**src/rtl/ecg_pkg.sv**
```systemverilog
// Shared types and constants for the ECG recording playback path.
package ecg_pkg;

    localparam int ECG_DATA_WIDTH = 11;   // MIT-BIH sample width
    localparam int ECG_ADDR_WIDTH = 15;   // holds a 21600-sample record
    localparam int ECG_DIV_WIDTH  = 24;   // clk cycles per sample period
    localparam int MITBIH_FS      = 360;  // native sample rate in Hz

    typedef logic [ECG_DATA_WIDTH-1:0] sample_t;
    typedef logic [ECG_ADDR_WIDTH-1:0] saddr_t;

    typedef enum logic [2:0] {
        IDLE,
        WAIT,
        READ,
        DATA,
        HOLD,
        DONE
    } play_state_t;

    // States in which playback is in progress and the pacing divider runs.
    function automatic logic is_running(input play_state_t s);
        return (s == WAIT) || (s == READ) || (s == DATA) || (s == HOLD);
    endfunction

endpackage

```
**src/rtl/ecg_playback_ctrl_if.sv**
```systemverilog
// Memory read port and sample stream between the playback controller and
// its environment (recording memory on one side, alg_core on the other).
//
// Sample stream: sample_out/sample_idx are valid while sample_valid=1 and are
// held stable until a cycle with sample_valid=1 and sample_ready=1; that
// cycle is the one and only transfer of the sample. The memory port returns
// mem_data exactly one cycle after a cycle with mem_rd=1.
interface ecg_playback_ctrl_if
    import ecg_pkg::*;
#(
    parameter int DATA_WIDTH = ECG_DATA_WIDTH,
    parameter int ADDR_WIDTH = ECG_ADDR_WIDTH
) ();

    logic                  mem_rd;
    logic [ADDR_WIDTH-1:0] mem_addr;
    logic [DATA_WIDTH-1:0] mem_data;
    logic [DATA_WIDTH-1:0] sample_out;
    logic [ADDR_WIDTH-1:0] sample_idx;
    logic                  sample_valid;
    logic                  sample_ready;

    // Controller side.
    modport master (
        output mem_rd, mem_addr,
        input  mem_data,
        output sample_out, sample_idx, sample_valid,
        input  sample_ready
    );

    // Memory + core side.
    modport slave (
        input  mem_rd, mem_addr,
        output mem_data,
        input  sample_out, sample_idx, sample_valid,
        output sample_ready
    );

endinterface

```
**src/rtl/ecg_tick_gen.sv**
```systemverilog
// Loadable pacing divider: emits one tick every div_q enabled cycles.
// A divider value of 0 is treated as 1 (tick every cycle).
module ecg_tick_gen
    import ecg_pkg::*;
#(
    parameter int DIV_WIDTH = ECG_DIV_WIDTH
) (
    input  logic                 clk,
    input  logic                 nrst,
    input  logic                 i_load,
    input  logic                 i_en,
    input  logic [DIV_WIDTH-1:0] i_div,
    output logic                 o_tick
);

    logic [DIV_WIDTH-1:0] r_div_q;
    logic [DIV_WIDTH-1:0] r_cnt;

    assign o_tick = i_en && (r_cnt == (r_div_q - DIV_WIDTH'(1)));

    // Latch the divider on load, otherwise count enabled cycles and wrap on tick.
    always_ff @(posedge clk) begin
        if (!nrst) begin
            r_cnt   <= '0;
            r_div_q <= DIV_WIDTH'(1);
        end else if (i_load) begin
            r_cnt   <= '0;
            r_div_q <= (i_div == '0) ? DIV_WIDTH'(1) : i_div;
        end else if (i_en) begin
            if (o_tick) begin
                r_cnt <= '0;
            end else begin
                r_cnt <= r_cnt + DIV_WIDTH'(1);
            end
        end
    end

endmodule

```
**src/rtl/ecg_playback_ctrl.sv**
```systemverilog
// Paced playback of a stored ECG record: one memory read per pacing tick,
// each sample handed to the core over valid/ready. One-shot or looped.
module ecg_playback_ctrl
    import ecg_pkg::*;
#(
    parameter int DATA_WIDTH = ECG_DATA_WIDTH,
    parameter int ADDR_WIDTH = ECG_ADDR_WIDTH,
    parameter int DIV_WIDTH  = ECG_DIV_WIDTH
) (
    input  logic                  clk,
    input  logic                  nrst,
    input  logic                  i_start,
    input  logic                  i_stop,
    input  logic                  i_loop_en,
    input  logic [ADDR_WIDTH-1:0] i_length,
    input  logic [DIV_WIDTH-1:0]  i_div,
    ecg_playback_ctrl_if.master   bus,
    output logic                  o_busy,
    output logic                  o_done,
    output logic                  o_overrun,
    output play_state_t           o_state
);

    play_state_t           r_state;
    logic [ADDR_WIDTH-1:0] r_addr;
    logic [ADDR_WIDTH-1:0] r_length_q;
    logic                  r_loop_q;
    logic                  r_mem_rd;
    logic [ADDR_WIDTH-1:0] r_mem_addr;
    logic [DATA_WIDTH-1:0] r_sample_out;
    logic [ADDR_WIDTH-1:0] r_sample_idx;
    logic                  r_sample_valid;
    logic                  r_busy;
    logic                  r_done;
    logic                  r_overrun;

    logic w_running;
    logic w_load;
    logic w_tick;
    logic w_last;

    assign w_running = is_running(r_state);
    assign w_load    = i_start && !w_running;
    assign w_last    = (r_addr == (r_length_q - ADDR_WIDTH'(1)));

    ecg_tick_gen #(
        .DIV_WIDTH (DIV_WIDTH)
    ) u_tick_gen (
        .clk    (clk),
        .nrst   (nrst),
        .i_load (w_load),
        .i_en   (w_running),
        .i_div  (i_div),
        .o_tick (w_tick)
    );

    assign bus.mem_rd       = r_mem_rd;
    assign bus.mem_addr     = r_mem_addr;
    assign bus.sample_out   = r_sample_out;
    assign bus.sample_idx   = r_sample_idx;
    assign bus.sample_valid = r_sample_valid;
    assign o_busy           = r_busy;
    assign o_done           = r_done;
    assign o_overrun        = r_overrun;
    assign o_state          = r_state;

    // Playback sequencer with registered outputs; stop overrides everything
    // while running, and a tick that finds a read still in flight is lost.
    always_ff @(posedge clk) begin
        if (!nrst) begin
            r_state        <= IDLE;
            r_addr         <= '0;
            r_length_q     <= '0;
            r_loop_q       <= 1'b0;
            r_mem_rd       <= 1'b0;
            r_mem_addr     <= '0;
            r_sample_out   <= '0;
            r_sample_idx   <= '0;
            r_sample_valid <= 1'b0;
            r_busy         <= 1'b0;
            r_done         <= 1'b0;
            r_overrun      <= 1'b0;
        end else begin
            r_done   <= 1'b0;
            r_mem_rd <= 1'b0;
            if (w_tick && (r_state == READ || r_state == DATA || r_state == HOLD)) begin
                r_overrun <= 1'b1;
            end
            if (w_running && i_stop) begin
                r_state        <= IDLE;
                r_sample_valid <= 1'b0;
                r_busy         <= 1'b0;
            end else begin
                case (r_state)
                    IDLE, DONE: begin
                        if (i_start) begin
                            r_length_q <= i_length;
                            r_loop_q   <= i_loop_en;
                            r_addr     <= '0;
                            r_overrun  <= 1'b0;
                            if (i_length == '0) begin
                                r_state <= DONE;
                                r_done  <= 1'b1;
                                r_busy  <= 1'b0;
                            end else begin
                                r_state <= WAIT;
                                r_busy  <= 1'b1;
                            end
                        end
                    end
                    WAIT: begin
                        if (w_tick) begin
                            r_state    <= READ;
                            r_mem_rd   <= 1'b1;
                            r_mem_addr <= r_addr;
                        end
                    end
                    READ: begin
                        r_state <= DATA;
                    end
                    DATA: begin
                        r_sample_out   <= bus.mem_data;
                        r_sample_idx   <= r_addr;
                        r_sample_valid <= 1'b1;
                        r_state        <= HOLD;
                    end
                    HOLD: begin
                        if (bus.sample_ready) begin
                            r_sample_valid <= 1'b0;
                            if (w_last && r_loop_q) begin
                                r_addr  <= '0;
                                r_state <= WAIT;
                            end else if (w_last) begin
                                r_state <= DONE;
                                r_done  <= 1'b1;
                                r_busy  <= 1'b0;
                            end else begin
                                r_addr  <= r_addr + ADDR_WIDTH'(1);
                                r_state <= WAIT;
                            end
                        end
                    end
                    default: begin
                        r_state <= IDLE;
                        r_busy  <= 1'b0;
                    end
                endcase
            end
        end
    end

endmodule

```
**src/flat_wrapper.sv**
```systemverilog
// flat-port wrapper written by rule: the top's interface ports become plain ports
module ecg_playback_ctrl_flat import ecg_pkg::*;
#(
    parameter int DATA_WIDTH = ECG_DATA_WIDTH,
    parameter int ADDR_WIDTH = ECG_ADDR_WIDTH,
    parameter int DIV_WIDTH  = ECG_DIV_WIDTH
)
  (clk, nrst, i_start, i_stop, i_loop_en, i_length, i_div, o_busy, o_done, o_overrun, o_state, bus_mem_rd, bus_mem_addr, bus_mem_data, bus_sample_out, bus_sample_idx, bus_sample_valid, bus_sample_ready);
  ecg_playback_ctrl_if #(.DATA_WIDTH(DATA_WIDTH), .ADDR_WIDTH(ADDR_WIDTH)) bus_i ();
  input  logic clk;
  input  logic nrst;
  input  logic i_start;
  input  logic i_stop;
  input  logic i_loop_en;
  input  logic [ADDR_WIDTH-1:0] i_length;
  input  logic [DIV_WIDTH-1:0] i_div;
  output logic o_busy;
  output logic o_done;
  output logic o_overrun;
  output play_state_t o_state;
  output wire logic [$bits(bus_i.mem_rd)-1:0] bus_mem_rd;
  output wire logic [$bits(bus_i.mem_addr)-1:0] bus_mem_addr;
  input wire logic [$bits(bus_i.mem_data)-1:0] bus_mem_data;
  output wire logic [$bits(bus_i.sample_out)-1:0] bus_sample_out;
  output wire logic [$bits(bus_i.sample_idx)-1:0] bus_sample_idx;
  output wire logic [$bits(bus_i.sample_valid)-1:0] bus_sample_valid;
  input wire logic [$bits(bus_i.sample_ready)-1:0] bus_sample_ready;
  assign bus_mem_rd = bus_i.mem_rd;
  assign bus_mem_addr = bus_i.mem_addr;
  assign bus_i.mem_data = bus_mem_data;
  assign bus_sample_out = bus_i.sample_out;
  assign bus_sample_idx = bus_i.sample_idx;
  assign bus_sample_valid = bus_i.sample_valid;
  assign bus_i.sample_ready = bus_sample_ready;
  ecg_playback_ctrl #(.DATA_WIDTH(DATA_WIDTH), .ADDR_WIDTH(ADDR_WIDTH), .DIV_WIDTH(DIV_WIDTH)) u_core (.clk(clk), .nrst(nrst), .i_start(i_start), .i_stop(i_stop), .i_loop_en(i_loop_en), .i_length(i_length), .i_div(i_div), .bus(bus_i), .o_busy(o_busy), .o_done(o_done), .o_overrun(o_overrun), .o_state(o_state));
endmodule
```
**config.mk**
```make
export PLATFORM = sky130hd
export DESIGN_NAME = ecg_playback_ctrl_flat
export DESIGN_NICKNAME = d
export VERILOG_FILES = /design/src/rtl/ecg_pkg.sv /design/src/rtl/ecg_playback_ctrl_if.sv /design/src/rtl/ecg_tick_gen.sv /design/src/rtl/ecg_playback_ctrl.sv /design/src/flat_wrapper.sv
export SDC_FILE = /design/constraint.sdc
export NUM_CORES = 1
export LEC_CHECK = 0
export ABC_AREA = 1
export CORE_MARGIN = 5
export CORE_UTILIZATION = 55
export DETAILED_ROUTE_END_ITERATION = 8
export PLACE_DENSITY = 0.8
export SETUP_SLACK_MARGIN = 0.4
export SYNTH_ARGS = -nofsm -noshare
export SYNTH_HDL_FRONTEND = slang
export SYNTH_SLANG_ARGS = --single-unit
```
**constraint.sdc**
```tcl
create_clock -name clk -period 2.5 [get_ports clk]
set_input_delay 0.5 -clock clk [delete_from_list [all_inputs] [get_ports clk]]
set_output_delay 0.5 -clock clk [all_outputs]
set_load 0.01 [all_outputs]
```
Word-level counts from Yosys, hierarchy flattened --
Index checks and enable logic that the tools add are counted.
Storage, ports and cells: logic and storage cells 96, output and inout port bits 49, input port bits 56, register bits after elaboration 128
Operators by class: mux-type cells 33, reductions and logical operators 28, equality and inequality tests 13, add/subtract/negate cells 4, bitwise logic cells 4
Operators by type and width (number):
- $mux 15 | 4
- $mux 24 | 2
- $pmux 15 s2 | 1
- $add 24x1->24 const B | 1
- $eq 24x24->1 | 1
- $logic_not 24->1 | 1
- $sub 24x1->24 const B | 1
- $mux 3 | 6
- $mux 1 | 16
- $add 15x1->15 const B | 1
- $eq 15x15->1 | 1
- $logic_not 15->1 | 1
- $pmux 3 s5 | 1
- $sub 15x1->15 const B | 1
- $reduce_and 5->1 | 2
- $reduce_and 3->1 | 3
- $eq 3x2->1 const B | 2
- $eq 3x3->1 const B | 2
- $ne 2x2->1 const B | 3
- $reduce_or 2->1 | 3
- $reduce_or 3->1 | 2
- $logic_and 1x1->1 | 5
- $logic_or 1x1->1 | 5
- $ne 2x1->1 const B | 2
- other kinds (9) | 15

Depth between registers and ports, before layout --
Gate-level depths: netlist of run 1.
depth in word-level cells 10, mapped depth 20, depth with buffers taken out 19

By module --
A second synthesis of run 1 with hierarchy kept.
Second synthesis, totals: cells, all modules 1185, area, all modules 7522.2 um2
By module, submodules not included:
- ecg_playback_ctrl | cells each 622, area each 4083.9 um2, instances 1, seq. area each 1601.5 um2
- ecg_tick_gen | cells each 563, area each 3438.3 um2, instances 1, seq. area each 960.9 um2

Worst setup path after synthesis of run 1 --
OpenSTA, ideal clock, no wires.
path type register -> register, start point register u_core.r_length_q[0], end point register u_core.r_addr[3], setup time 113 ps, stages on the path, launching flop included 21, path buffers 1, setup slack 454 ps, clock period less this slack 2046 ps, data arrival time 1933 ps, data required time 2387 ps, cell sequence dfxtp_1 inv_1 ha_1 inv_1 nor2_1 nand2_1 nor2_1 nand2_1 nand2_1 nand2_1 nor2_1 nand2_1 nor2_1 nand3_2 inv_2 nand2_4 nand2_2 buf_4 nand2_1 nand2_1 nor2_1
Between the ends: cells in the longest elaborated chain, start to end 6, elaborated cells between the ends (all ways) 8, those cells by class 1 x add/sub; 2 x eq/ne; 3 x mux; 2 x reduce/logical
RTL lines:
- start: declaration | line ecg_playback_ctrl.sv:26 | logic [ADDR_WIDTH-1:0] r_length_q;
- start signal: assignment | line ecg_playback_ctrl.sv:97 | r_length_q <= i_length;
- $sub 15x1->15 * | line ecg_playback_ctrl.sv:44 | assign w_last = (r_addr == (r_length_q - ADDR_WIDTH'(1)));
- $eq 15x15->1 * | line ecg_playback_ctrl.sv:44
- $logic_and 1x1->1 | line ecg_playback_ctrl.sv:130 | if (w_last && r_loop_q) begin
- $mux 15 | line ecg_playback_ctrl.sv:130
- $mux 15 | line ecg_playback_ctrl.sv:128 | if (bus.sample_ready) begin
- $pmux 15 s2 | line ecg_playback_ctrl.sv:94 | case (r_state)
- end signal: assignment | line ecg_playback_ctrl.sv:138 | r_addr <= r_addr + ADDR_WIDTH'(1);
- end: declaration | line ecg_playback_ctrl.sv:25 | logic [ADDR_WIDTH-1:0] r_addr;
Every way passes the cells marked *; elsewhere a longest branch is shown, timed or not. The select of a mux whose other input is x is not followed. A chain may end at the register's enable or synchronous reset.

Final worst setup path of run 1 --
start point register u_core.u_tick_gen.r_div_q[0], end point register u_core.u_tick_gen.r_cnt[7]
Between the ends: cells in the longest elaborated chain, start to end 4
RTL lines:
- start: declaration | line ecg_tick_gen.sv:16 | logic [DIV_WIDTH-1:0] r_div_q;
- start signal: assignment | line ecg_tick_gen.sv:28 | r_div_q <= (i_div == '0) ? DIV_WIDTH'(1) : i_div;
- $sub 24x1->24 | line ecg_tick_gen.sv:19 | assign o_tick = i_en && (r_cnt == (r_div_q - DIV_WIDTH'(1)));
- $eq 24x24->1 | line ecg_tick_gen.sv:19
- $logic_and 1x1->1 | line ecg_tick_gen.sv:19
- $mux 24 | line ecg_tick_gen.sv:30 | if (o_tick) begin
- end signal: assignment | line ecg_tick_gen.sv:33 | r_cnt <= r_cnt + DIV_WIDTH'(1);
- end: declaration | line ecg_tick_gen.sv:17 | logic [DIV_WIDTH-1:0] r_cnt;
Every way passes these cells.

==> impl_table.tex, run 1 <==
\begin{tabular}{lr}
\hline
Metric & Value \\
\hline
\multicolumn{2}{l}{\textbf{Setup path}} \\
CP required & 2.82 ns \\
Setup slack on the worst flop-to-flop path & 0.20 ns \\
Most prevalent standard cell on the critical path & sky130\_fd\_sc\_hd\_\_nand2\_1 \\
Crit path largest cell delay & approximately 0.32 ns \\
Critical path start-end classification & flop to flop \\
Arrival time at the worst endpoint & 2.62 ns \\
Depth of the most critical reg-to-reg path & 17 \\
Critical path cell sequence & inv\_2, ha\_4, inv\_1, nand2\_1, nand2\_1, nand2\_1, nand2\_1, nor2\_2, nand2\_1, nor2\_1, nand3\_1, nor2\_4, nand3\_4, nand2\_8, buf\_12, clkbuf\_16, nor3b\_2 \\
Maximum fanout along the worst path & 5 \\
Max stage delay cell, worst path & sky130\_fd\_sc\_hd\_\_dfxtp\_2 \\
Worst r2r src & u\_core.u\_tick\_gen.r\_div\_q[0]\$\_SDFFE\_PN1P\_ \\
Kind of capture point of the worst setup path & flop \\
Type of origin of the critical path & flop \\
End of the worst register-to-register path & u\_core.u\_tick\_gen.r\_cnt[7]\$\_SDFFE\_PP0N\_ \\
\multicolumn{2}{l}{\textbf{Power and ir drop}} \\
Pwr Total & 10.4 mW \\
Static leakage & 4.59 nW \\
Peak VDD IR & roughly 0.69 mV \\
Power density normalized to cell area & 1020 mW/mm² \\
\multicolumn{2}{l}{\textbf{Logic synthesis}} \\
Number of nets produced by synthesis & 1218 \\
Sequential cell area fraction in the yosys report & 34.4\% \\
Cells after synthesis & 1158 \\
Cell type with the largest total area after synthesis & sky130\_fd\_sc\_hd\_\_dfxtp\_1 \\
Dominant synthesized flop cell & sky130\_fd\_sc\_hd\_\_dfxtp\_1 \\
Cell area after synthesis & between 0.007 and 0.008 mm² \\
Post-synthesis average cell area & roughly 6.4 µm² \\
Number of enable flip-flop cells after synthesis & 0 \\
Post-synth top area share & about a third \\
Largest cells by area after synthesis & sky130\_fd\_sc\_hd\_\_dfxtp\_1 (34\%), sky130\_fd\_sc\_hd\_\_nand2\_1 (14\%), sky130\_fd\_sc\_hd\_\_nor2\_1 (10\%) \\
Ys Warns & 0 \\
Share of flip-flops with an asynchronous set or reset & 0\% \\
Number of synthesized register bits & 128 \\
Netlist cell types & between 40 and 50 \\
\multicolumn{2}{l}{\textbf{Clock tree}} \\
Clock root buffer & sky130\_fd\_sc\_hd\_\_clkbuf\_16 \\
Clock buffers created by TritonCTS & 17 \\
Number of buffers between clock root and the deepest sink & 2 \\
TritonCTS clock tree & done \\
Clock latency of the later-clocked register in the worst-skew pair & around 0.43 ns \\
Clock Sinks & 128 \\
Clock-pin slew reported for the worst setup and hold paths after clock tree synthesis & 0.06 ns \\
Maximum level of the CTS H-tree & 4 \\
\multicolumn{2}{l}{\textbf{Detailed routing}} \\
Iteration-0 DRC count of the detailed router & about 700 \\
WL final & 24000 µm \\
TritonRoute pass-1 iters & 6 \\
Post-DR wirelength/cell & 16.2 µm \\
Routed vias/inst & $\sim$5.5 \\
Antenna Violating Nets Remaining & 0 \\
Number of vias in the routed layout & roughly 8100 \\
Final routed DRC violation total & 0 \\
\multicolumn{2}{l}{\textbf{STA}} \\
Worst clock skew on the final layout & 0.0107 ns \\
Setup repair after global routing missed its margin & true \\
Final setup viols & 0 \\
Worst slew margin & between 60 and 70\% \\
Count of pins over their slew limit & 0 \\
Final period util & 92.1\% \\
Setup TNS & 0 ns \\
Highest clock rate & 0.434 GHz \\
Post-route minimum period & about 2.3 ns \\
Minimum setup slack in the final design & 0.198 ns \\
Post-Route Hold Slack & 0.492 ns \\
Worst-margin pin slew & 0.521 ns \\
Fin. Hold Viols & 0 \\
\multicolumn{2}{l}{\textbf{Hold path}} \\
Number of cells traversed by the worst hold path & 2 \\
Worst hold endpoint & u\_core.o\_busy\$\_SDFFE\_PP0P\_ \\
Startpoint of the lowest-slack hold path & u\_core.o\_busy\$\_SDFFE\_PP0P\_ \\
Path class of the lowest-slack min-delay path & flop to flop \\
\multicolumn{2}{l}{\textbf{Global route}} \\
Total congestion overflow after global routing & 0 \\
First-pass GRT wire length & $\sim$37000 µm \\
Via count of the first global-routing pass & 7855 \\
Total GRT Usage & 28.6\% \\
Initial antenna violation count & 0 \\
Maximum number of pins on one net before global-route repair & 74 \\
\multicolumn{2}{l}{\textbf{Place}} \\
IO buf count & 104 \\
Global placer's final weighted congestion & 0.981 \\
Post-DP HPWL & 16200 µm \\
Post-DP Area & $\sim$0.009 mm² \\
Worst setup slack before clock tree synthesis & 0.0980 ns \\
\multicolumn{2}{l}{\textbf{Die}} \\
Starting Density & 56.2\% \\
Chip Width & 126 µm \\
Area of the die & 0.0160 mm² \\
I/O Pins & around 110 \\
Number of placement rows & 42 \\
Core outline area & 0.0132 mm² \\
Vertical extent of the die & 126 µm \\
\multicolumn{2}{l}{\textbf{Cells and area}} \\
Final Net Count & roughly 1400 \\
Sequential cell area & 0.00258 mm² \\
Number of antenna cells inserted & 0 \\
Filler cell count & approximately 950 \\
Area added between synthesis and finish & 36.6\% \\
Fraction of final layout cells with drive strength greater than 1 & $\sim$18\% \\
Most common cell after layout, fill and taps aside & sky130\_fd\_sc\_hd\_\_nand2\_1 \\
Commonest cells after routing, fill and taps aside & sky130\_fd\_sc\_hd\_\_nand2\_1 (254), sky130\_fd\_sc\_hd\_\_nor2\_1 (164), sky130\_fd\_sc\_hd\_\_inv\_1 (146), sky130\_fd\_sc\_hd\_\_dfxtp\_1 (113), sky130\_fd\_sc\_hd\_\_clkdlybuf4s50\_1 (103) \\
Total area of multi-input combinational cells & 0.00461 mm² \\
Post-route design area & 0.0102 mm² \\
\multicolumn{2}{l}{\textbf{Job}} \\
Count of max-cap constraint violations & 0 \\
\multicolumn{2}{l}{\textbf{Status}} \\
Run status & complete, no violations \\
\hline
\end{tabular}
[critical path: cells and delay by family (launching register included)]
family,cells,cell delay [ns]
simple gates,12,1.30
buf+inv,4,0.40
flops,1,0.32
fa+ha+maj,1,0.17
[power by group]
part,switching (mW),leakage (nW),internal (mW)
Clock,1.03,0.286,1.50
Combinational,3.06,3.26,1.98
Sequential,0.439,1.05,2.36
Total,4.53,4.59,5.84
[cell usage after synthesis (5+ instances only)]
library cell and n:
sky130_fd_sc_hd__nor2_2 12, sky130_fd_sc_hd__nand3b_1 10, sky130_fd_sc_hd__nor4_1 7, sky130_fd_sc_hd__buf_4 5
sky130_fd_sc_hd__nor3b_1 5, sky130_fd_sc_hd__nand2_1 279, sky130_fd_sc_hd__nand4_1 19, sky130_fd_sc_hd__a21oi_1 42
sky130_fd_sc_hd__dfxtp_1 128, sky130_fd_sc_hd__nand3_1 69, sky130_fd_sc_hd__clkbuf_1 18, sky130_fd_sc_hd__a21oi_2 7
sky130_fd_sc_hd__nor2_1 198, sky130_fd_sc_hd__o22ai_1 6, sky130_fd_sc_hd__xor2_1 42, sky130_fd_sc_hd__inv_1 153
sky130_fd_sc_hd__o21ai_0 73, sky130_fd_sc_hd__nor3_1 14, sky130_fd_sc_hd__xnor2_1 12, sky130_fd_sc_hd__nand2_2 6
sky130_fd_sc_hd__nor2_4 6
[worst max-delay path by stage]
stage                                                    from                                       to
floorplan                   u_core.r_length_q[0]$_SDFFE_PN0P_            u_core.r_addr[3]$_SDFFE_PN0P_
global placement            u_core.r_length_q[0]$_SDFFE_PN0P_            u_core.r_addr[6]$_SDFFE_PN0P_
detailed placement          u_core.r_length_q[0]$_SDFFE_PN0P_            u_core.r_addr[0]$_SDFFE_PN0P_
CTS                         u_core.r_length_q[1]$_SDFFE_PN0P_            u_core.r_addr[0]$_SDFFE_PN0P_
global route        u_core.u_tick_gen.r_div_q[0]$_SDFFE_PN1P_  u_core.u_tick_gen.r_cnt[5]$_SDFFE_PP0N_
finish              u_core.u_tick_gen.r_div_q[0]$_SDFFE_PN1P_  u_core.u_tick_gen.r_cnt[7]$_SDFFE_PP0N_
[registers in the layout (all words and copies together), names as in the netlist]
register / cells
u_core.o_state: 3
u_core.bus.mem_addr: 15
u_core.o_done: 1
u_core.bus.sample_idx: 15
u_core.bus.sample_out: 11
u_core.r_length_q: 15
u_core.r_addr: 15
u_core.bus.sample_valid: 1
u_core.o_overrun: 1
u_core.u_tick_gen.r_div_q: 24
u_core.r_loop_q: 1
u_core.bus.mem_rd: 1
u_core.u_tick_gen.r_cnt: 24
u_core.o_busy: 1
[cells by family (layout without fill, tap and decap cells)]
| group | Yosys count | after routing | synth area share (%) |
|---|---|---|---|
| adders and majority gates | 4 | 4 | 0.673 |
| and+or+nand+nor | 641 | 641 | 37.8 |
| buffers and inverters | 187 | 341 | 10.0 |
| DFF | 128 | 128 | 34.4 |
| xor gates and xnor gates | 54 | 54 | 6.36 |
| AOI/OAI and AO/OA | 144 | 144 | 10.7 |
[what timing repair did]
action,4_1_cts,5_1_grt
hold buffers,0,0
setup endpoints to repair,56,81
gates cloned,5,2
resized for setup,65,89
setup buffers,8,10
pin swaps,23,19
[cell type report]
type                    count  share of cell area [%]
clock buffers              17                    4.19
flip-flops and latches    128                    25.4
well taps                 176                    2.17
repair buffers            150                    15.3
multi-input cells         843                    45.3
clock inverters            15                    1.69
inverters                 159                    5.92
[through the flow]
| step | utilization, % | cells |
|---|---|---|
| after floorplan | - | 1158 |
| after global placement | 66.0 | 1431 |
| after detailed placement | 66.0 | 1431 |
| after CTS | 73.4 | 1476 |
| after global routing | 76.8 | 1488 |
| final | 76.8 | 1488 |
[layer usage]
layer / GRT usage [%] / routed length (µm)
met2: 49.3 / 11800
met5: 0 / 0
met3: 6.89 / 1810
met1: 33.5 / 9510
met4: 13.4 / 944
No activity file was read; power rests on OpenSTA's default activity.
==> inputs of run 2 (changes only) <==
--- a/config.mk
+++ b/config.mk
@@ -6,6 +6,7 @@
 export NUM_CORES = 1
 export LEC_CHECK = 0
 export ABC_AREA = 1
+export ABC_CLOCK_PERIOD_IN_PS = 2500
 export CORE_MARGIN = 5
 export CORE_UTILIZATION = 55
 export DETAILED_ROUTE_END_ITERATION = 8
==> results of run 2 <==
No change in the layout: final DEF, timing and power equal those of run 1.
==> inputs of run 3 (changes only) <==
--- a/config.mk
+++ b/config.mk
@@ -6,10 +6,10 @@
 export NUM_CORES = 1
 export LEC_CHECK = 0
 export ABC_AREA = 1
-export ABC_CLOCK_PERIOD_IN_PS = 2500
 export CORE_MARGIN = 5
 export CORE_UTILIZATION = 55
 export DETAILED_ROUTE_END_ITERATION = 8
+export MAX_ROUTING_LAYER = met4
 export PLACE_DENSITY = 0.8
 export SETUP_SLACK_MARGIN = 0.4
 export SYNTH_ARGS = -nofsm -noshare
==> run 3 against run 2 <==
Against the previous run: sequential cell count unchanged; hold slack worse by 0.020 ns; fmax down 0.32%; largest power group unchanged; via count down 0.99%; highest routed layer unchanged; non-clock buffer count unchanged.
==> impl_table.tex, run 3 (synthesis gave the netlist of run 1 again) <==
\begin{tabular}{lr}
\hline
Metric & Value \\
\hline
\multicolumn{2}{l}{\textbf{Global route}} \\
Initial antenna violation count & 0 \\
First-pass GRT wire length & between 30000 and 40000 µm \\
Total GRT Usage & 29.2\% \\
Via count of the first global-routing pass & 7580 \\
Maximum number of pins on one net before global-route repair & 74 \\
Total congestion overflow after global routing & 0 \\
\multicolumn{2}{l}{\textbf{Clock tree}} \\
TritonCTS clock tree & done \\
Maximum level of the CTS H-tree & 4 \\
Clock Sinks & around 130 \\
Clock latency of the later-clocked register in the worst-skew pair & 0.44 ns \\
Clock-pin slew reported for the worst setup and hold paths after clock tree synthesis & 0.06 ns \\
Number of buffers between clock root and the deepest sink & 2 \\
Clock root buffer & sky130\_fd\_sc\_hd\_\_clkbuf\_16 \\
Total of hold buffers inserted after clock tree synthesis & 0 \\
Clock buffers created by TritonCTS & 17 \\
\multicolumn{2}{l}{\textbf{Hold path}} \\
Path class of the lowest-slack min-delay path & flop to flop \\
\multicolumn{2}{l}{\textbf{Job}} \\
Count of max-cap constraint violations & 0 \\
\multicolumn{2}{l}{\textbf{Setup path}} \\
Type of origin of the critical path & flop \\
Arrival time at the worst endpoint & around 2.6 ns \\
Critical path start-end classification & flop to flop \\
CP required & around 2.8 ns \\
Maximum fanout along the worst path & 5 \\
Kind of capture point of the worst setup path & flop \\
\multicolumn{2}{l}{\textbf{Detailed routing}} \\
Antenna Violating Nets Remaining & 0 \\
WL final & 24200 µm \\
Final routed DRC violation total & 0 \\
Number of vias in the routed layout & 8062 \\
Routed vias/inst & 5.42 \\
TritonRoute pass-1 iters & 5 \\
Iteration-0 DRC count of the detailed router & 629 \\
Post-DR wirelength/cell & between 15 and 20 µm \\
\multicolumn{2}{l}{\textbf{Die}} \\
Starting Density & 56.2\% \\
Vertical extent of the die & 126 µm \\
I/O Pins & 105 \\
Area of the die & 0.0160 mm² \\
Number of placement rows & 42 \\
Chip Width & 126 µm \\
Core outline area & 0.0132 mm² \\
\multicolumn{2}{l}{\textbf{Power and ir drop}} \\
Power density normalized to cell area & 1030 mW/mm² \\
Internal power component & 5.84 mW \\
Peak VDD IR & roughly 0.65 mV \\
Sequential fraction of design power & 26.5\% \\
Fraction of power consumed by the clock network & 23.3\% \\
Static leakage & 4.59 nW \\
Proportion of power drawn by combinational gates & 50.2\% \\
Net Sw Frac & 44.7\% \\
Switching power total & 4.71 mW \\
\multicolumn{2}{l}{\textbf{Status}} \\
Run status & complete, no violations \\
\multicolumn{2}{l}{\textbf{Place}} \\
Post-DP HPWL & 16400 µm \\
Global placer's final weighted congestion & 0.971 \\
IO buf count & 104 \\
\multicolumn{2}{l}{\textbf{Cells and area}} \\
Filler cell count & 956 \\
Final Net Count & 1359 \\
Fin util & between 70\% and 80\% \\
Area added between synthesis and finish & 37.6\% \\
Most common cell after layout, fill and taps aside & sky130\_fd\_sc\_hd\_\_nand2\_1 \\
Number of antenna cells inserted & 0 \\
Biggest regs & u\_core.u\_tick\_gen.r\_cnt x24, u\_core.u\_tick\_gen.r\_div\_q x24 \\
Commonest cells after routing, fill and taps aside & sky130\_fd\_sc\_hd\_\_nand2\_1 (248), sky130\_fd\_sc\_hd\_\_nor2\_1 (158), sky130\_fd\_sc\_hd\_\_inv\_1 (145), sky130\_fd\_sc\_hd\_\_dfxtp\_1 (116), sky130\_fd\_sc\_hd\_\_clkdlybuf4s50\_1 (103) \\
Fraction of final layout cells with drive strength greater than 1 & 19.0\% \\
\multicolumn{2}{l}{\textbf{STA}} \\
Setup repair after global routing missed its margin & true \\
Final period util & slightly above 90\% \\
Highest clock rate & 0.433 GHz \\
Worst clock skew on the final layout & between 0.01 and 0.015 ns \\
Post-Route Hold Slack & 0.472 ns \\
Post-route minimum period & 2.31 ns \\
Fin. Hold Viols & 0 \\
Final setup viols & 0 \\
Setup TNS & 0 ns \\
Count of pins over their slew limit & 0 \\
Worst slew margin & 70.5\% \\
Worst-margin pin slew & 0.443 ns \\
\hline
\end{tabular}
[run 3: area by class of cell]
type / instances / area, µm² / share of cell area, %
flip-flops and latches: 128 / 2580 / 25.2
repair buffers: 150 / 1590 / 15.6
clock buffers: 17 / 425 / 4.16
clock inverters: 15 / 156 / 1.53
inverters: 159 / 604 / 5.90
multi-input cells: 843 / 4660 / 45.5
well taps: 176 / 220 / 2.15
[run 3: per-layer routing]
metal	vias up	track usage (%)	share of wire [%]	wire length, µm
met3	71	6.14	6.6	1590
met5	-	-	0	0
met2	330	50.0	50	12200
met1	3718	33.5	40	9640
li1	3943	-	-	-
met4	0	11.5	3.4	815
[run 3: worst max-delay path, cell delays in order (launching register included)]
cell and delay (ns):
sky130_fd_sc_hd__dfxtp_2 0.34, sky130_fd_sc_hd__inv_2 0.05, sky130_fd_sc_hd__ha_4 0.26, sky130_fd_sc_hd__inv_2 0.03, sky130_fd_sc_hd__nand2_1 0.05, sky130_fd_sc_hd__nand2_1 0.06, sky130_fd_sc_hd__nor2_2 0.11, sky130_fd_sc_hd__nand2_1 0.07
sky130_fd_sc_hd__nor2_1 0.11, sky130_fd_sc_hd__nand2_1 0.08, sky130_fd_sc_hd__nor2_1 0.08, sky130_fd_sc_hd__nand2_1 0.07, sky130_fd_sc_hd__nor2_2 0.14, sky130_fd_sc_hd__nand3_2 0.11, sky130_fd_sc_hd__inv_2 0.08, sky130_fd_sc_hd__nand2_4 0.07
sky130_fd_sc_hd__nand2_8 0.11, sky130_fd_sc_hd__buf_12 0.11, sky130_fd_sc_hd__buf_16 0.11, sky130_fd_sc_hd__nand2_1 0.05, sky130_fd_sc_hd__nand2_1 0.07, sky130_fd_sc_hd__nor2_1 0.04
[run 3: worst paths after layout]
| kind | startpoint | to | slack, ns | cells after the start |
|---|---|---|---|---|
| worst max register to register | u_core.r_length_q[1]$_SDFFE_PN0P_ | u_core.r_addr[13]$_SDFFE_PN0P_ | 0.19 | 21 |
| worst max-delay path | u_core.r_length_q[1]$_SDFFE_PN0P_ | u_core.r_addr[13]$_SDFFE_PN0P_ | 0.19 | 21 |
| worst min-delay path | u_core.o_busy$_SDFFE_PP0P_ | u_core.o_busy$_SDFFE_PP0P_ | 0.47 | 2 |
| worst min register to register | u_core.o_busy$_SDFFE_PP0P_ | u_core.o_busy$_SDFFE_PP0P_ | 0.47 | 2 |
[run 3: timing repair]
| action | 4_1_cts | 5_1_grt |
|---|---|---|
| endpoints found under the setup margin | 58 | 89 |
| setup buffers | 11 | 9 |
| gates resized for setup | 60 | 114 |
| gates cloned | 4 | 3 |
| pin swaps | 21 | 31 |
[run 3: metrics by stage]
stage	setup WS (ns)	cells	cell area, µm²	total power [mW]
finish	0.191	1488	10200	10.5
global route	0.0550	1488	10200	11.2
CTS	0.254	1476	9720	9.97
detailed placement	0.0829	1429	8730	6.70
global placement	0.108	1429	8730	6.65
floorplan	0.454	1158	7440	5.62
[run 3: power groups by stage]
| stage | Sequential [mW] | Combinational [mW] | Clock (mW) |
|---|---|---|---|
| 2_1_floorplan | 2.66 | 2.96 | 0 |
| 3_3_place_gp | 2.78 | 3.86 | 0 |
| 4_1_cts | 2.75 | 4.76 | 2.46 |
| 3_5_place_dp | 2.78 | 3.92 | 0 |
| 6_report | 2.80 | 5.30 | 2.45 |
| 5_1_grt | 2.82 | 5.79 | 2.56 |
